`src/rtl/fp_pkg.sv`:
```
// FP16 field constants, canonical encodings and the drain FSM state type
// shared by the accumulator/drain block.
package fp_pkg;
  localparam int EXP_MSB = 14;
  localparam int EXP_LSB = 10;
  localparam int MAN_W   = 10;
  localparam logic [4:0]  EXP_ALL1  = 5'h1F;
  localparam logic [15:0] FP16_QNAN = 16'h7FFF;
  localparam logic [15:0] FP16_PINF = 16'h7C00;
  localparam logic [15:0] FP16_ZERO = 16'h0000;

  typedef enum logic [1:0] {IDLE, HI, LO} drain_state_t;

  function automatic logic fp16_is_nan(input logic [15:0] v);
    return (v[EXP_MSB:EXP_LSB] == EXP_ALL1) && (v[MAN_W-1:0] != '0);
  endfunction

  function automatic logic fp16_is_inf(input logic [15:0] v);
    return (v[EXP_MSB:EXP_LSB] == EXP_ALL1) && (v[MAN_W-1:0] == '0);
  endfunction
endpackage

```
`src/rtl/fma_accum_drain_if.sv`:
```
// Result/accumulator/drain signal bundle between the FMA pipe tail and this block.
interface fma_accum_drain_if #(parameter int COUNT_W = 8);
  logic [15:0]        s_in;
  logic               s_save;
  logic               clear;
  logic [15:0]        acc_out;
  logic               drain_req;
  logic [7:0]         byte_out;
  logic               byte_valid;
  logic               byte_ready;
  logic               busy;
  logic               nan_seen;
  logic               inf_seen;
  logic [COUNT_W-1:0] count;

  modport master (
    output s_in, s_save, clear, drain_req, byte_ready,
    input  acc_out, byte_out, byte_valid, busy, nan_seen, inf_seen, count
  );
  modport slave (
    input  s_in, s_save, clear, drain_req, byte_ready,
    output acc_out, byte_out, byte_valid, busy, nan_seen, inf_seen, count
  );
endinterface

```
`src/rtl/fma_drain_ser.sv`:
```
// Snapshot register plus two-byte (high then low) valid/ready serializer.
module fma_drain_ser
  import fp_pkg::*;
(
  input  logic        clk,
  input  logic        rst_n,
  input  logic        load,
  input  logic [15:0] load_data,
  output logic [7:0]  byte_out,
  output logic        byte_valid,
  input  logic        byte_ready,
  output logic        busy
);
  drain_state_t state, state_nxt;
  logic [15:0]  snap;
  logic [7:0]   byte_nxt;

  assign busy = (state != IDLE);

  // Byte register is loaded from the next state so byte_out lines up with byte_valid.
  always_comb begin
    state_nxt = state;
    byte_nxt  = byte_out;
    unique case (state)
      IDLE: if (load) begin
        state_nxt = HI;
        byte_nxt  = load_data[15:8];
      end
      HI: if (byte_ready) begin
        state_nxt = LO;
        byte_nxt  = snap[7:0];
      end
      LO: if (byte_ready) begin
        state_nxt = IDLE;
        byte_nxt  = 8'h00;
      end
      default: begin
        state_nxt = IDLE;
        byte_nxt  = 8'h00;
      end
    endcase
  end

  always_ff @(posedge clk or negedge rst_n) begin
    if (!rst_n) begin
      state      <= IDLE;
      snap       <= '0;
      byte_out   <= '0;
      byte_valid <= 1'b0;
    end else begin
      state      <= state_nxt;
      byte_out   <= byte_nxt;
      byte_valid <= (state_nxt != IDLE);
      if (state == IDLE && load) snap <= load_data;
    end
  end
endmodule

```
`src/rtl/fma_accum_drain.sv`:
```
// fp16 running accumulator with NaN/Inf tracking, saturating result count
// and a snapshot drain over a narrow byte port.
module fma_accum_drain
  import fp_pkg::*;
#(
  parameter logic [15:0] ACC_INIT     = FP16_ZERO,
  parameter int          COUNT_W      = 8,
  parameter bit          DRAIN_CLEARS = 1'b1
) (
  input  logic             clk,
  input  logic             rst_n,
  fma_accum_drain_if.slave bus
);
  logic [15:0]        acc;
  logic [COUNT_W-1:0] count;
  logic               nan_seen, inf_seen;
  logic               accept, load, busy;
  logic [15:0]        load_data;

  assign accept = bus.s_save && !bus.clear;
  assign load   = bus.drain_req && !busy;
  // A result arriving with the request is the value the requester expects to see.
  assign load_data = accept ? bus.s_in : acc;

  always_ff @(posedge clk or negedge rst_n) begin
    if (!rst_n) begin
      acc      <= ACC_INIT;
      count    <= '0;
      nan_seen <= 1'b0;
      inf_seen <= 1'b0;
    end else begin
      if (bus.clear || (load && DRAIN_CLEARS)) begin
        acc   <= ACC_INIT;
        count <= '0;
      end else if (accept) begin
        acc <= bus.s_in;
        if (count != '1) count <= count + 1'b1;
      end
      // Flags survive a drain snapshot; only an explicit clear resets them.
      if (bus.clear) begin
        nan_seen <= 1'b0;
        inf_seen <= 1'b0;
      end else if (accept) begin
        nan_seen <= nan_seen | fp16_is_nan(bus.s_in);
        inf_seen <= inf_seen | fp16_is_inf(bus.s_in);
      end
    end
  end

  fma_drain_ser u_ser (
    .clk        (clk),
    .rst_n      (rst_n),
    .load       (load),
    .load_data  (load_data),
    .byte_out   (bus.byte_out),
    .byte_valid (bus.byte_valid),
    .byte_ready (bus.byte_ready),
    .busy       (busy)
  );

  assign bus.acc_out  = acc;
  assign bus.count    = count;
  assign bus.nan_seen = nan_seen;
  assign bus.inf_seen = inf_seen;
  assign bus.busy     = busy;
endmodule

```
`src/flat_wrapper.sv`:
```
// flat-port wrapper written by rule: the top's interface ports become plain ports
module fma_accum_drain_flat import fp_pkg::*;
#(
  parameter logic [15:0] ACC_INIT     = FP16_ZERO,
  parameter int          COUNT_W      = 8,
  parameter bit          DRAIN_CLEARS = 1'b1
)
  (clk, rst_n, bus_s_in, bus_s_save, bus_clear, bus_drain_req, bus_byte_ready, bus_acc_out, bus_byte_out, bus_byte_valid, bus_busy, bus_nan_seen, bus_inf_seen, bus_count);
  fma_accum_drain_if #(.COUNT_W(COUNT_W)) bus_i ();
  input  logic clk;
  input  logic rst_n;
  input wire logic [$bits(bus_i.s_in)-1:0] bus_s_in;
  input wire logic [$bits(bus_i.s_save)-1:0] bus_s_save;
  input wire logic [$bits(bus_i.clear)-1:0] bus_clear;
  input wire logic [$bits(bus_i.drain_req)-1:0] bus_drain_req;
  input wire logic [$bits(bus_i.byte_ready)-1:0] bus_byte_ready;
  output wire logic [$bits(bus_i.acc_out)-1:0] bus_acc_out;
  output wire logic [$bits(bus_i.byte_out)-1:0] bus_byte_out;
  output wire logic [$bits(bus_i.byte_valid)-1:0] bus_byte_valid;
  output wire logic [$bits(bus_i.busy)-1:0] bus_busy;
  output wire logic [$bits(bus_i.nan_seen)-1:0] bus_nan_seen;
  output wire logic [$bits(bus_i.inf_seen)-1:0] bus_inf_seen;
  output wire logic [$bits(bus_i.count)-1:0] bus_count;
  assign bus_i.s_in = bus_s_in;
  assign bus_i.s_save = bus_s_save;
  assign bus_i.clear = bus_clear;
  assign bus_i.drain_req = bus_drain_req;
  assign bus_i.byte_ready = bus_byte_ready;
  assign bus_acc_out = bus_i.acc_out;
  assign bus_byte_out = bus_i.byte_out;
  assign bus_byte_valid = bus_i.byte_valid;
  assign bus_busy = bus_i.busy;
  assign bus_nan_seen = bus_i.nan_seen;
  assign bus_inf_seen = bus_i.inf_seen;
  assign bus_count = bus_i.count;
  fma_accum_drain #(.ACC_INIT(ACC_INIT), .COUNT_W(COUNT_W), .DRAIN_CLEARS(DRAIN_CLEARS)) u_core (.clk(clk), .rst_n(rst_n), .bus(bus_i));
endmodule
```
`config.mk`:
```
export PLATFORM = sky130hd
export DESIGN_NAME = fma_accum_drain_flat
export DESIGN_NICKNAME = d
export VERILOG_FILES = /design/src/rtl/fp_pkg.sv /design/src/rtl/fma_accum_drain_if.sv /design/src/rtl/fma_drain_ser.sv /design/src/rtl/fma_accum_drain.sv /design/src/flat_wrapper.sv
export SDC_FILE = /design/constraint.sdc
export NUM_CORES = 1
export LEC_CHECK = 0
export ABC_AREA = 1
export CELL_PAD_IN_SITES_DETAIL_PLACEMENT = 1
export CELL_PAD_IN_SITES_GLOBAL_PLACEMENT = 2
export CORE_MARGIN = 8
export CORE_UTILIZATION = 30
export CTS_BUF_LIST = sky130_fd_sc_hd__clkbuf_8 sky130_fd_sc_hd__clkbuf_16
export DETAILED_ROUTE_END_ITERATION = 10
export PLACE_DENSITY = 0.89
export SYNTH_ARGS = -nofsm -noshare
export SYNTH_HDL_FRONTEND = slang
export SYNTH_HIERARCHICAL = 1
export SYNTH_SLANG_ARGS = --single-unit
export TNS_END_PERCENT = 20
```
`constraint.sdc`:
```
create_clock -name clk -period 5 [get_ports clk]
set_input_delay 1 -clock clk [delete_from_list [all_inputs] [get_ports clk]]
set_output_delay 1 -clock clk [all_outputs]
set_load 0.02 [all_outputs]
```
## Word level (Yosys, flattened, before mapping)

Cells that the tools add are included.

| cells by class | value |
|---|---|
| add/sub/neg operators | 1 |
| equal/unequal tests | 7 |
| muxes and demuxes | 17 |
| bitwise operators | 2 |
| reductions and logical operators | 18 |

Operator list:

| operator | count |
|---|---|
| 8-bit two-way mux | 6 |
| 16-bit two-way mux | 2 |
| 8-bit case mux with 3 select lines | 1 |
| 10-bit logical NOT | 1 |
| 10-bit nonzero test | 1 |
| 2-bit nonzero test | 5 |
| 8-bit by 1-bit adder with 8-bit output (second input constant) | 1 |
| 8-bit != test (second input constant) | 1 |
| 2-bit two-way mux | 3 |
| 2-bit != test (second input constant) | 3 |
| 2-bit case mux with 3 select lines | 1 |
| 5-bit equality test (second input constant) | 1 |
| 1-bit logical AND | 5 |
| 1-bit two-way mux | 4 |
| 3-bit AND reduction | 1 |
| 2-bit by 1-bit equality test with 1-bit output (second input constant) | 1 |
| 2-bit equality test (second input constant) | 1 |
| 1-bit logical NOT | 2 |
| 2-bit logical NOT | 1 |
| 1-bit bitwise OR | 2 |
| 2-bit AND reduction | 1 |
| 1-bit logical OR | 1 |

| storage, ports and cells | value |
|---|---|
| register bits after elaboration | 45 |
| input bits | 22 |
| output and inout port bits | 36 |
| word-level logic and storage cells | 53 |

## Depth between registers and ports, before layout

Gate-level depths: netlist of run 1.

| logic depth | value |
|---|---|
| depth in word-level cells | 6 |
| gate-level depth with buffers | 11 |
| depth with buffers taken out | 10 |

## By module

Netlist of run 1, hierarchy kept.

Modules (own cells, without submodules):

| module | times used | cells an instance | area an instance (µm²) | seq. area each (µm²) |
|---|---|---|---|---|
| fma_accum_drain | 1 | 173 | 1397.6 | 650.6 |
| fma_drain_ser | 1 | 112 | 915.9 | 475.5 |

## Least setup slack after synthesis of run 1

No wires, ideal clock.

| path | value |
|---|---|
| path type | register to output |
| from | register u_core.u_ser.state[0] |
| to | output port bus_busy |
| arrival time | 0.901 ns |
| data required time | 4.000 ns |
| setup slack | 3.099 ns |
| cell stages (with the launch flop) | 4 |
| path buffers | 1 |
| cells stage by stage | dfrtp_1 > nor2_4 > buf_6 > inv_1 |

| between the ends | value |
|---|---|
| cells in the longest elaborated chain, start to end | 1 |

Ends and longest elaborated chain:

| element | line | text |
|---|---|---|
| from (decl) | fma_drain_ser.sv:14 | `drain_state_t state, state_nxt;` |
| from (signal assigned) | fma_drain_ser.sv:51 | `state <= state_nxt;` |
| 2-bit nonzero test | fma_drain_ser.sv:18 | `assign busy = (state != IDLE);` |
| to (decl) | flat_wrapper.sv:20 | `output wire logic [$bits(bus_i.busy)-1:0] bus_busy;` |

Every way passes these cells.

## Worst setup path in the final report of run 1

Ends and elaborated chain as after synthesis.

==> flow_summary_export.csv, run 1 <==
group,metric,value,unit
die,dieArea,0.0108,mm²
route,top_layer,"met4",
global_route,antenna_found_initial,0,
pwr,ir_drop,0.000116,V
global_route,grt_max_degree,46,
synthesis,synth_adder_area_share,0.541,%
timing,whs,0.485,ns
status,outcome,"complete, no violations",
layout,final_common_cell,"nand2_1",
route,drc,0,
synthesis,synth_top_cell_by_area,"dfrtp_1",
pwr,p_leak,1.56,nW
timing,setup_violations,0,
die,core_area,0.00761,mm²
clock_tree,cts-htree-levels,2,
synthesis,synth_area_leaders,"dfrtp_1 49%, nand2_1 14%, nand3_1 5.6%",
flow_run,maxCapViolCount,0,
critical_path,worstPathMaxFanout,19,
timing,fin_setup_tns,0,ns
timing,worst_pin_slew,1.04,ns
layout,layout_common_cells,"89 x nand2_1, 56 x clkdlybuf4s50_1, 45 x dfrtp_1, 28 x inv_1, 27 x nor2_1",
clock_tree,clockBufferDepth,2,
route,drtIter0Drc,77,
synthesis,synthXorXnorAreaFrac,0.757,%
critical_path,worstSetupPathType,"register to output port",
timing,fmax,0.321,GHz
synthesis,synth_ff_type,"dfrtp_1",
route,ant_nets,0,
placement,dp_hpwl,5.25,mm
clock_tree,post-cts-setup-buffers,0,
critical_path,worstRegToRegCells,10,
critical_path,crit_path_top_delay_cell,"dfrtp_1",
route,vias_per_cell,4.61,
route,wirelength,6.92,mm
layout,areaGrowthSynthToFinish,32.0,%
critical_path,start_kind,"register",
synthesis,netlist.area_leader.share,48.7,%
layout,drive_gt1_share,12.8,%
clock_tree,cts-root-buf,"clkbuf_8",
synthesis,synth_compound_area_share,8.22,%
timing,rsz0062_at_grt,"false",
critical_path,r2r_slack,2.79,ns
timing,layout_setup_ws,1.88,ns
critical_path,crit_chain,"nor2_4 -> inv_1 -> clkdlybuf4s50_1",
clock_tree,ctsHoldBuffers,0,
pwr,cellPowerDensity,410,mW/mm²
synthesis,ys_types,28,
timing,hold_viol_final,0,
clock_tree,clk_latency,0.30,ns
die,die_h,104,µm
critical_path,reg2reg_from,"u_core/u_ser/state[0]",
placement,place_congestion,0.742,
layout,nNetsFinal,367,
timing,period_minus_slack,3.12,ns
route,dr_total_vias,2059,
synthesis,syn-cell-area,0.00231,mm²
route,wl_met1,3.28,mm
critical_path,r2r_end,"u_core/u_ser/byte_out[2]",
timing,post-route-period-util,62.4,%
synthesis,avgSynthCellArea,8.12,µm²
synthesis,syn-instance-count,285,
critical_path,worstPathRequired,4.00,ns
critical_path,cp-end-kind,"output port",
synthesis,yosys_register_bits,45,
min_path,whs_path_depth,2,
global_route,grt_util_all_layers,13.3,%
min_path,hp-class,"register to register",
die,fp-row-count,32,
synthesis,post_synth_mux_area_share,0,%
die,initial_core_util,30.4,%
min_path,min_to,"u_core/u_ser/snap[2]",
critical_path,crit_arrival,2.12,ns
critical_path,cp.buffers_inverters,2,
timing,skew,0.00512,ns
clock_tree,clkSinkCount,45,
die,die_w,104,µm
global_route,grt_overflow_total,0,
placement,io_buffers,57,
synthesis,synth_edf_count,0,
critical_path,path_delay_family,"buffers and inverters",
synthesis,synth_top_family_by_area,"simple AND/OR/NAND/NOR gates",
clock_tree,cts_made_buffers,5,
min_path,hold_start,"u_core/u_ser/snap[2]",
timing,relSlewSlack,30.8,%
route,wl_per_cell,15.5,µm
clock_tree,ctsResizeCount,0,
global_route,grt_pass1_vias,2309,
synthesis,yosysSeqAreaShare,48.7,%
clock_tree,clkTransAtPathRegs,0.09,ns
synthesis,synthesis.nets,308,
synthesis,yosysWarnings,6,
synthesis,synthArstFlopShare,100,%
clock_tree,cts_tree,"built",
layout,antenna_cells,0,
route,first_pass_iters,4,
global_route,grt_first_pass_wirelength,11.9,mm
synthesis,synth_simple_gate_area_share,34.3,%
critical_path,cp_slowest_stage_delay,0.58,ns
timing,drv_slew,0,
placement,dpl_worst_slack,2.16,ns
route,wl_met2,3.31,mm
die,io_pins,58,
route,wl_met3,283,µm
-- synth_stat cells (3+ instances only) --
cell type  number
buf_4           3
dfrtp_1        45
inv_1          28
inv_2           5
nand2_1        89
nand2_2         3
nand3_1        26
nor2_1         27
o21ai_0         9
o21ai_2        11
or2_1          11
or2_2           5
-- metal layers --
metal / GRT usage, % / vias to the layer above
met3: 3.04 / 6
met5: 0 / -
li1: - / 1010
met4: 2.48 / 0
met1: 16.6 / 997
met2: 22.9 / 46
-- kinds of logic (layout without fill, tap and decap cells) --
family,after synthesis,in the layout
compound gates,26,26
xor+xnor,2,2
fa+ha+maj,1,1
buf+inv,39,99
flops,45,45
simple gates,172,172
-- stage by stage --
stage / utilization [%] / cell area [µm²] / power [mW] / std cells
after floorplan: - / 2310 / 0.835 / 285
after global placement: 39.0 / 2960 / 1.03 / 439
after detailed placement: 39.0 / 2960 / 1.04 / 439
after CTS: 40.1 / 3050 / 1.28 / 447
after global routing: 40.1 / 3050 / 1.35 / 447
final: 40.1 / 3050 / 1.25 / 447
-- layout make-up --
type,count,area [µm²]
well taps,102,128
inverters,33,124
clock buffers,5,68.8
fillers,943,4550
repair buffers,58,573
flip-flops and latches,45,1130
clock inverters,3,21.3
multi-input cells,201,1010
-- power breakdown --
group	internal (mW)	switching, mW	leakage, nW	total [mW]
clock network	0.0994	0.133	0.0445	0.233
registers	0.444	0.0633	0.603	0.507
logic	0.195	0.317	0.913	0.512
total	0.738	0.514	1.56	1.25
-- sequential cells by signal (all words and copies together), names as in the netlist --
signal                   flops
u_core/bus.acc_out          16
u_core/bus.count             8
u_core/bus.inf_seen          1
u_core/bus.nan_seen          1
u_core/u_ser/byte_out        8
u_core/u_ser/byte_valid      1
u_core/u_ser/snap            8
u_core/u_ser/state           2
-- how the worst max path moves through the flow --
stage                               endpoint  slack [ns]                   from  cells past startpoint
floorplan                           bus_busy        3.10  u_core/u_ser/state[0]                      3
global placement                    bus_busy        2.18  u_core/u_ser/state[0]                      3
finish                              bus_busy        1.88  u_core/u_ser/state[0]                      3
detailed placement  u_core/u_ser/byte_out[6]        2.16              bus_clear                     11
global route                        bus_busy        1.74  u_core/u_ser/state[0]                      3
CTS                                 bus_busy        1.83  u_core/u_ser/state[0]                      3
-- worst register-to-register path, cell delays in order (launching register included) --
cell and delay [ns]:
dfrtp_1 0.58, nor2_4 0.50, inv_1 0.16, nor2_1 0.13, buf_4 0.20, inv_1 0.07
nand2_2 0.09, nand2_2 0.08, nor2_4 0.19, nand2_1 0.09, nand2_1 0.07
Note: power is estimated with default switching activity, not from simulation.
==> inputs of run 2 (changes only) <==
Settings changed: CORE_UTILIZATION 30 to 28, PLACE_DENSITY 0.89 to 0.84.
Clock period 5 ns to 3.2 ns, I/O delays scaled along.
==> run 2 against run 1 <==
  * Routed wire length decreased by 3.0%
  * Via count decreased by 0.83%
  * Register-to-register slack got worse by 1.3 ns
  * Utilization decreased by 2.4 points
  * Clock power increased by 48%
  * Power increased by 55%
  * Setup slack got worse by 1.1 ns
  * Cell count increased by 0.89%
  * Hold slack got worse by 0.0063 ns
  * Combinational power increased by 57%
==> flow_summary_export.csv, run 2 (synthesized netlist as in run 1, its figures left out) <==
group,metric,value,unit
route,drc,0,
timing,whs,0.478,ns
timing,layout_setup_ws,0.814,ns
placement,dp_hpwl,5.16,mm
placement,io_buffers,57,
global_route,antenna_found_initial,0,
timing,relSlewSlack,29.4,%
clock_tree,cts-htree-levels,2,
critical_path,worstPathMaxFanout,12,
clock_tree,cts_tree,"built",
timing,skew,0.00462,ns
global_route,grt_first_pass_wirelength,11.5,mm
flow_run,maxCapViolCount,0,
critical_path,cp_slowest_stage_delay,0.66,ns
timing,hold_viol_final,0,
layout,antenna_cells,0,
critical_path,crit_path_top_delay_cell,"dfrtp_1",
route,wirelength,6.71,mm
die,die_h,107,µm
global_route,grt_overflow_total,0,
timing,period_minus_slack,2.39,ns
die,die_w,107,µm
clock_tree,post-cts-setup-buffers,0,
layout,final_common_cell,"nand2_1",
route,wl_per_cell,14.9,µm
global_route,grt_pass1_vias,2241,
layout,drive_gt1_share,12.7,%
clock_tree,clockBufferDepth,2,
critical_path,crit_chain,"nor2_4 -> inv_1 -> clkdlybuf4s50_1",
timing,setup_violations,0,
critical_path,worstPathRequired,2.56,ns
route,first_pass_iters,4,
critical_path,path_delay_family,"buffers and inverters",
placement,dp_cells,443,
layout,layout_common_cells,"89 x nand2_1, 56 x clkdlybuf4s50_1, 45 x dfrtp_1, 29 x inv_1, 27 x nor2_1",
layout,nNetsFinal,368,
critical_path,cp-end-kind,"output port",
clock_tree,cts-root-buf,"clkbuf_8",
clock_tree,clk_latency,0.30,ns
die,dieArea,0.0114,mm²
die,initial_core_util,28.6,%
die,io_pins,58,
clock_tree,ctsHoldBuffers,0,
clock_tree,ctsResizeCount,0,
die,fp-row-count,33,
global_route,grt_max_degree,46,
pwr,cellPowerDensity,635,mW/mm²
critical_path,cp.buffers_inverters,2,
min_path,hp-class,"register to register",
timing,drv_slew,0,
critical_path,crit_arrival,1.75,ns
critical_path,start_kind,"register",
route,vias_per_cell,4.53,
clock_tree,clkSinkCount,45,
timing,fin_setup_tns,0,ns
critical_path,worstSetupPathType,"register to output port",
die,core_area,0.00809,mm²
timing,post-route-period-util,74.6,%
placement,place_congestion,0.724,
placement,dpl_worst_slack,0.674,ns
layout,areaGrowthSynthToFinish,32.2,%
clock_tree,cts_made_buffers,5,
global_route,grt_util_all_layers,12.4,%
route,dr_total_vias,2042,
timing,rsz0062_at_grt,"false",
route,drtIter0Drc,55,
clock_tree,clkTransAtPathRegs,0.08,ns
pwr,ir_drop,0.000223,V
pwr,p_leak,1.57,nW
route,ant_nets,0,
timing,fmax,0.419,GHz
layout,largest_reg_flops,16,
layout,finalNonFillerCells,451,
status,outcome,"complete, no violations",
timing,worst_pin_slew,1.06,ns
## run 2: final timing paths
check,slack [ns],cells past startpoint,to,startpoint
max,0.81,3,bus_busy,u_core/u_ser/state[0]
min,0.48,2,u_core/u_ser/snap[7],u_core/u_ser/snap[7]
max reg2reg,1.45,10,u_core/u_ser/byte_out[3],u_core/u_ser/state[0]
min reg2reg,0.48,2,u_core/u_ser/snap[7],u_core/u_ser/snap[7]
max in group asynchronous,2.02,1,u_core/bus.acc_out[3],rst_n
min in group asynchronous,0.53,1,u_core/bus.acc_out[8],rst_n
## run 2: cell type report
type	count	area, µm²
Multi-Input combinational cell	201	1010
Sequential cell	45	1130
Inverter	33	124
Fill cell	1004	5030
Clock buffer	5	68.8
Clock inverter	3	13.8
Timing Repair Buffer	59	581
Tap cell	105	131
## run 2: metrics by stage
| step | utilization, % | instance area [µm²] | power [mW] |
|---|---|---|---|
| 3_5_place_dp | 36.8 | 2980 | 1.62 |
| 2_1_floorplan | - | 2310 | 1.30 |
| 3_3_place_gp | 36.8 | 2980 | 1.60 |
| 6_report | 37.8 | 3060 | 1.94 |
| 4_1_cts | 37.8 | 3060 | 1.98 |
| 5_1_grt | 37.8 | 3060 | 2.09 |
## run 2: report_power, final
part           internal [mW]  leakage, nW  switching (mW)
Combinational          0.314        0.917           0.493
Sequential             0.693        0.603          0.0967
Clock                  0.149       0.0491           0.197
Total                   1.16         1.57           0.786
## run 2: layer usage
layer,global-route usage (%),vias up,share of wire [%],routed length (µm)
li1,-,1009,-,-
met1,15.2,990,46,3090
met2,21.3,38,49,3280
met3,3.12,5,4.4,298
met4,3.02,0,0.64,43
met5,0,-,0,0
## run 2: worst register-to-register path: stages, from the launching register on
cell	delay [ns]
dfrtp_1	0.57
nor2_4	0.18
inv_1	0.07
nor2_1	0.10
buf_4	0.20
inv_1	0.07
nand2_2	0.09
nand2_2	0.07
nor2_4	0.19
nand2_1	0.09
nand2_1	0.07
